**src/rtl/fetch_buffer.sv**
```systemverilog
// Instruction queue between fetch and dispatch: DEPTH-entry circular FIFO of
// {instr, pc, predicted next pc} with first-word-fall-through head and flush.
module fetch_buffer #(
  parameter int DEPTH  = 4,
  parameter int WORD_W = 32
) (
  input  logic                       CLK,
  input  logic                       RST,
  input  logic                       flush,
  input  logic                       in_valid,
  input  logic [WORD_W-1:0]          in_instr,
  input  logic [WORD_W-1:0]          in_pc,
  input  logic [WORD_W-1:0]          in_pred,
  output logic                       in_ready,
  output logic                       out_valid,
  output logic [WORD_W-1:0]          out_instr,
  output logic [WORD_W-1:0]          out_pc,
  output logic [WORD_W-1:0]          out_pred,
  input  logic                       dispatch_free,
  output logic [$clog2(DEPTH+1)-1:0] count
);

  localparam int PW = $clog2(DEPTH);
  localparam int CW = $clog2(DEPTH+1);

  logic [3*WORD_W-1:0] mem [DEPTH];
  logic [PW-1:0]       head;
  logic [PW-1:0]       tail;
  logic                push;
  logic                pop;

  // in_ready depends on count alone, so a same-cycle pop never frees a slot
  // for a same-cycle push and dispatch_free never reaches the fetch stall.
  assign in_ready  = (count != CW'(DEPTH));
  assign out_valid = (count != '0);
  assign push      = in_valid && in_ready;
  assign pop       = out_valid && dispatch_free;

  assign {out_instr, out_pc, out_pred} = mem[head];

  always_ff @(posedge CLK) begin
    if (RST || flush) begin
      head  <= '0;
      tail  <= '0;
      count <= '0;
    end else begin
      if (push) tail <= tail + PW'(1);
      if (pop)  head <= head + PW'(1);
      if (push && !pop)
        count <= count + CW'(1);
      else if (pop && !push)
        count <= count - CW'(1);
    end
  end

  // Storage is deliberately not reset; the pointers alone define validity.
  always_ff @(posedge CLK) begin
    if (!RST && !flush && push)
      mem[tail] <= {in_instr, in_pc, in_pred};
  end

endmodule

```
**config.mk**
```make
export PLATFORM = sky130hd
export DESIGN_NAME = fetch_buffer
export DESIGN_NICKNAME = d
export VERILOG_FILES = /design/src/rtl/fetch_buffer.sv
export SDC_FILE = /design/constraint.sdc
export NUM_CORES = 1
export LEC_CHECK = 0
export CELL_PAD_IN_SITES_DETAIL_PLACEMENT = 1
export CELL_PAD_IN_SITES_GLOBAL_PLACEMENT = 1
export CORE_MARGIN = 8
export CORE_UTILIZATION = 43
export DETAILED_ROUTE_END_ITERATION = 10
export PLACE_DENSITY = 0.86
export SKIP_CTS_REPAIR_TIMING = 1
export SLEW_MARGIN = 15
export SYNTH_ARGS = -nofsm -noshare
export SYNTH_HDL_FRONTEND = slang
export SYNTH_SLANG_ARGS = --single-unit
```
**constraint.sdc**
```tcl
create_clock -name CLK -period 3.2 [get_ports CLK]
set_input_delay 0.48 -clock CLK [delete_from_list [all_inputs] [get_ports CLK]]
set_output_delay 0.48 -clock CLK [all_outputs]
set_load 0.01 [all_outputs]
```
* Word-level counts from Yosys, hierarchy flattened *
Memories as Yosys holds them, arrays and structs flattened. A register that Yosys moved wholly into a read port is not among the register bits.
Cells that the tools add are included.

word-level totals
  RAM bits = 384
  input bits = 101
  flip-flop bits (word level) = 7
  memories kept = 1
  word-level logic and storage cells = 28

memories
  name  depth  bits a word  rd ports  clocked after Yosys merged registers in  wr ports  RTL line  text
  mem   4      96           1         1                                        1         26        logic [3*WORD_W-1:0] mem [DEPTH];

operators by class
  mux-type cells = 6
  equal/unequal tests = 1
  reduce and logical (&&, ||, !) cells = 13
  add/subtract/negate cells = 4

operators with widths
  kind                                                                 number
  1-bit logical AND                                                    6
  3-bit 2-to-1 mux                                                     2
  2-bit by 1-bit adder with 2-bit output (second input constant)       2
  1-bit logical NOT                                                    4
  2-bit 2-to-1 mux                                                     2
  3-bit by 1-bit adder with 3-bit output (second input constant)       1
  3-bit != test (second input constant)                                1
  3-bit nonzero test                                                   1
  3-bit by 1-bit subtractor with 3-bit output (second input constant)  1
  1-bit 2-to-1 mux                                                     2
  2-bit nonzero test                                                   1
  1-bit logical OR                                                     1

* Depth between registers and ports, before layout *
Gate-level depths: netlist (run 1).

  depth after elaboration = 6
  depth in mapped cells = 9
  depth with buffers taken out = 8

* Worst setup path before layout (run 1) *
OpenSTA, ideal clock, no wires.

  path kind = register to register
  start = register count[0]
  end = memory mem[3][0] (netlist bit) (enable)
  buffers on the path = 1
  period minus slack after synthesis = 3.673 ns
  stages on the path, launching flop included = 5
  setup slack = -0.473 ns
  setup time = 0.466 ns
  arrival = 3.207 ns
  cells stage by stage = dfxtp_1 > or3b_4 > and2_4 > buf_6 > and3_1

between the ends
  longest elaborated chain between the ends = 5

ends and longest elaborated chain
  item                                    RTL line  text
  from (decl)                             20        output logic [$clog2(DEPTH+1)-1:0] count
  from (signal assigned)                  50        count <= count + CW'(1);
  from (signal assigned)                  52        count <= count - CW'(1);
  3-bit != test                           34        assign in_ready = (count != CW'(DEPTH));
  via in_ready                            14        output logic in_ready,
  1-bit logical AND                       36        assign push = in_valid && in_ready;
  via push                                29        logic push;
  1-bit logical AND                       58        if (!RST && !flush && push)
  1-bit 2-to-1 mux                        58
  1-bit 2-to-1 mux (not written as such)  59        mem[tail] <= {in_instr, in_pc, in_pred};
  to (decl)                               26

The timed path passes the listed nets, and every way through them passes these cells.

==> flow_metrics.tcl, run 1 <==
set metrics [dict create \
    status "completed" \
    hold_class "register to register" \
    rr_endpoint "count[2]$_SDFFE_PP0P_" \
    numPortBuffers 201 \
    design_area_um2 18300 \
    die_x_um 198 \
    vias 6568 \
    setup_slack_ps 237 \
    vias_per_cell 5.21 \
    crit_type "register to output pin" \
    cts_tree "done" \
    drive_gt1_share_pct 21.5 \
    dieArea_um2 39300 \
    synth_area_leader_cell "edfxtp_1" \
    grt_pass1_wl_um 46900 \
    synth_seq_area_share_pct 81.9 \
    dpl-instance-area_um2 17000 \
    synthTopCellsByArea "edfxtp_1 81%, mux4_2 15%, dfxtp_1 1.3%" \
    netlist_top_cells_count "384 x edfxtp_1, 96 x mux4_2, 11 x buf_2" \
    fmax_mhz 337 \
    hpwl_um 20000 \
    cp_max_fo 64 \
    ys.flop_type "edfxtp_1" \
    p_total_mw 10.8 \
    grt_pass1_vias 7452 \
    dp_slack_ps 572 \
    synth.distinct_cells 27 \
    area_delta_synth_final_pct 27.6 \
    netlist_area_um2 14300 \
    async_flop_share_pct 0 \
    reg2reg_depth 8 \
    fill_cells 2748 \
    drtIter0Drc 363 \
    die_h_um 198 \
    drv_cap 0 \
    row_count 66 \
    crit_path_start_kind "register" \
    finalCoreUtilization_pct 55.9 \
    synth.top_cell.area_share_pct 80.6 \
    antenna_found_initial 0 \
    wl_per_cell_um 25.0 \
    gp_congestion 0.725 \
    final_cell_count_no_fill 1260 \
    synth_seq_cells 393 \
    cts.clk_slew.worst_paths_ps 60 \
    period_share_pct 92.6 \
    synth_edf_count 384 \
    ant_nets 0 \
    syn_nets 658 \
    track_usage_pct 15.9 \
    grt_max_degree 65 \
    hold_path_depth 2 \
    clockRootBuffer "clkbuf_16" \
    final-setup-viol-count 0 \
    drcViolationCount 0 \
    final-max-slew-violation-count 0 \
    tightest_slew_ps 549 \
    ioPinCount 202 \
    rr_startpoint "count[0]$_SDFFE_PP0P_" \
    cts_sinks 393 \
    maxSlewHeadroom_pct 63.4 \
    critPathCaptureType "output pin" \
    htree_num_levels 2 \
    worstPathRequired_ps 2720 \
    yosysMostFrequentCell "edfxtp_1" \
    syn_inst 551 \
    avgSynthCellArea_um2 26.0 \
    hold_violations 0 \
    dr.pass1.iters 4 \
    holdWs_ps 510 \
    overflow 0 \
    ir_worst_vdd_v 0.000495 \
    placed_cells 1189 \
    routed_wl_um 31400 \
    clock_skew_ps 11.7 \
    clkLatencyLatePin_ps 520 \
    fin_tns_setup_ps 0 \
    finalCriticalPeriod_ps 2960 \
    p_per_area_nw_per_um2 590 \
    initial_core_util_pct 43.8 \
    yosys_warnings 0 \
    clk_path_buf_depth 3 \
    nNetsFinal 897 \
    diodes 0 \
    numCtsBuffers 41 \
    hp-start "tail[0]$_SDFFE_PP0P_" \
    cp.arrival_ps 2480 \
    reg2reg_slack_ps 820 \
    holdPathEnd "tail[0]$_SDFFE_PP0P_" \
    core_um2 32600 \
    p_leak_nw 5.66 \
    rsz0062_at_grt "false" \
]
## worst max-delay path, cell delays in order (launching register included)
cell	delay [ps]
dfxtp_4	370
buf_12	440
mux4_2	610
clkdlybuf4s50_1	520
## state kept, by name (all words and copies together) (netlist names), named ones only
register and count:
tail 2, mem 384, count 3, head 2
## routing by layer
layer  routed length [um]  global-route usage (%)  up-vias
met5                    0                       0        -
met4                  642                    4.04        0
met3                 1930                    3.99       49
met2                16200                    27.7      200
met1                12700                    19.7     3454
li1                     -                       -     2865
## cells by family after synthesis
logic type | share of synthesized area [%]
AO/OA/AOI/OAI | 0.306
XOR/XNOR | 0.245
adder cells (fa/ha/maj) | 0.578
buffers and inverters | 1.02
flip-flops | 81.9
multiplexers | 15.2
AND/OR/NAND/NOR | 0.761
## layout make-up
type	instances	area, um^2	share of cell area (%)
flip-flops and latches	393	11700	64.2
multi-input cells	131	2460	13.5
repair buffers	220	2300	12.6
clock buffers	49	1060	5.79
well taps	442	553	3.03
clock inverters	22	148	0.809
inverters	3	11.3	0.0617
## worst max-delay path by stage
stage | endpoint | slack [ps] | cells past startpoint
2_1_floorplan | mem[0][0]$_DFFE_PP_ | 600 | 4
3_3_place_gp | count[2]$_SDFFE_PP0P_ | 640 | 8
3_5_place_dp | count[2]$_SDFFE_PP0P_ | 570 | 8
4_1_cts | out_pred[10] | 160 | 3
5_1_grt | out_pc[16] | 90 | 3
6_report | out_pc[3] | 240 | 3
## power by group
| group | leakage (nW) | switching, mW | total [mW] | internal (mW) |
|---|---|---|---|---|
| Clock | 0.581 | 1.84 | 4.33 | 2.50 |
| Sequential | 3.54 | 0.0273 | 5.75 | 5.72 |
| Combinational | 1.54 | 0.298 | 0.688 | 0.390 |
| Total | 5.66 | 2.16 | 10.8 | 8.60 |
## layout by cell type (no fill, tap or decap), types with 3 or more instances in the layout
cell,n
nor2_1,6
clkinv_1,14
xor2_1,4
mux4_2,96
clkbuf_1,8
clkinv_2,4
buf_12,12
ha_1,5
and3_4,4
edfxtp_1,384
buf_4,7
inv_1,3
dfxtp_1,7
clkbuf_16,41
clkdlybuf4s50_1,201
Power figures use the tool's default switching activity.
==> run 2, diff against run 1 <==
PLACE_DENSITY = unset   (was 0.86)
PLACE_DENSITY_LB_ADDON = 0.25   (was unset)
==> flow_metrics.tcl, run 2 (synthesis results as in run 1) <==
set metrics [dict create \
    final_common_cell "edfxtp_1" \
    final-setup-viol-count 0 \
    drv_cap 0 \
    area_delta_synth_final_pct 28.3 \
    drive_gt1_share_pct 22.1 \
    row_count 66 \
    cp_max_fo 35 \
    status "completed" \
    clkLatencyLatePin_ps 520 \
    switching_power_mw 2.19 \
    reg.largest.list "mem x384, count x3" \
    ant_nets 0 \
    core_um2 32600 \
    ir_worst_vdd_v 0.000496 \
    pwr-share-comb_pct 6.1 \
    cts_sinks 393 \
    tightest_slew_ps 671 \
    vias_per_cell 5.19 \
    design_area_um2 18300 \
    clk_path_buf_depth 3 \
    grt_pass1_vias 7486 \
    clockPowerShare_pct 42.2 \
    p_int_mw 8.94 \
    clockRootBuffer "clkbuf_16" \
    p_per_area_nw_per_um2 607 \
    crit_path_start_kind "register" \
    drcViolationCount 0 \
    hold_violations 0 \
    die_x_um 198 \
    vias 6545 \
    cp_cell_sequence "buf_12 -> mux4_2 -> clkdlybuf4s50_1" \
    rr_startpoint "count[0]$_SDFFE_PP0P_" \
    fmax_mhz 335 \
    cp.arrival_ps 2500 \
    critPathCaptureType "output pin" \
    ioPinCount 202 \
    antenna_found_initial 3 \
    dieArea_um2 39300 \
    gp_congestion 0.756 \
    wl_per_cell_um 24.0 \
    clock_skew_ps 15.4 \
    htree_num_levels 2 \
    fin_tns_setup_ps 0 \
    period_share_pct 93.3 \
    finalCoreUtilization_pct 56.2 \
    maxSlewHeadroom_pct 55.2 \
    finalCriticalPeriod_ps 2980 \
    path_delay_family "buffers and inverters" \
    routed_wl_um 30200 \
    cts_tree "done" \
    regMostFlops "mem" \
    worstPathRequired_ps 2720 \
    slowest_delay_ps 570 \
    crit_type "register to output pin" \
    drtIter0Drc 371 \
    crit_buf_inv 2 \
    dr.pass1.iters 4 \
    slowest_stage "mux4_2" \
    numCtsBuffers 42 \
    dpl-instance-area_um2 17000 \
    power_frac_seq_pct 51.7 \
    p_leak_nw 5.71 \
    hp-start "head[1]$_SDFFE_PP0P_" \
    grt_pass1_wl_um 45400 \
    rsz0062_at_grt "false" \
    grt_max_degree 97 \
    hpwl_um 19000 \
    initial_core_util_pct 43.8 \
    cts.clk_slew.worst_paths_ps 60 \
    layout_common_cells "384 x edfxtp_1, 201 x clkdlybuf4s50_1, 96 x mux4_2" \
    final-max-slew-violation-count 0 \
    nNetsFinal 895 \
    largest_register_ff_count 384 \
    p_sw_share_pct 19.6 \
    die_h_um 198 \
    overflow 0 \
    track_usage_pct 15.3 \
    numPortBuffers 201 \
    hold_class "register to register" \
]
-- run 2: area by class of cell --
| class | count | area [um^2] |
|---|---|---|
| Antenna cell | 1 | 2.50 |
| Tap cell | 442 | 553 |
| Inverter | 3 | 11.3 |
| Clock buffer | 49 | 1090 |
| Multi-Input combinational cell | 131 | 2460 |
| Timing Repair Buffer | 217 | 2260 |
| Fill cell | 2744 | 14300 |
| Clock inverter | 26 | 258 |
| Sequential cell | 393 | 11700 |
-- run 2: metal layers --
layer  global-route usage (%)  routed length (um)
met4                     4.12                 482
met3                     3.50                1760
met1                     20.0               12800
met5                        0                  27
met2                     25.7               15200
-- run 2: metrics by stage --
stage / worst slack [ps] / hold slack [ps] / cells / power [mW]
6_report: 216 / 531 / 1262 / 11.1
5_1_grt: 43.8 / 574 / 1262 / 11.5
4_1_cts: 108 / 537 / 1261 / 11.3
3_5_place_dp: 532 / 522 / 1186 / 6.55
3_3_place_gp: 634 / 474 / 1186 / 6.52
2_1_floorplan: 602 / 462 / 551 / 6.13
-- run 2: path summary, 6_finish.rpt --
| check | slack (ps) | to | cells after the start |
|---|---|---|---|
| hold reg to reg | 530 | head[1]$_SDFFE_PP0P_ | 2 |
| setup reg to reg | 790 | count[2]$_SDFFE_PP0P_ | 8 |
| hold / removal | 530 | head[1]$_SDFFE_PP0P_ | 2 |
| setup / recovery | 220 | out_pred[14] | 3 |
-- run 2: worst reg2reg max path, stage by stage (launching register included) --
cell,delay [ps]
dfxtp_1,520
or3b_4,230
and2_4,190
ha_1,200
inv_1,60
fa_1,380
xor2_1,160
or3_2,410
a21oi_1,170
-- run 2: power by group through the flow --
stage,clock [mW],combinational (mW),sequential [mW]
3_5_place_dp,0,0.695,5.86
2_1_floorplan,0,0.282,5.85
4_1_cts,4.83,0.700,5.75
3_3_place_gp,0,0.672,5.85
6_report,4.70,0.683,5.75
5_1_grt,4.99,0.730,5.75
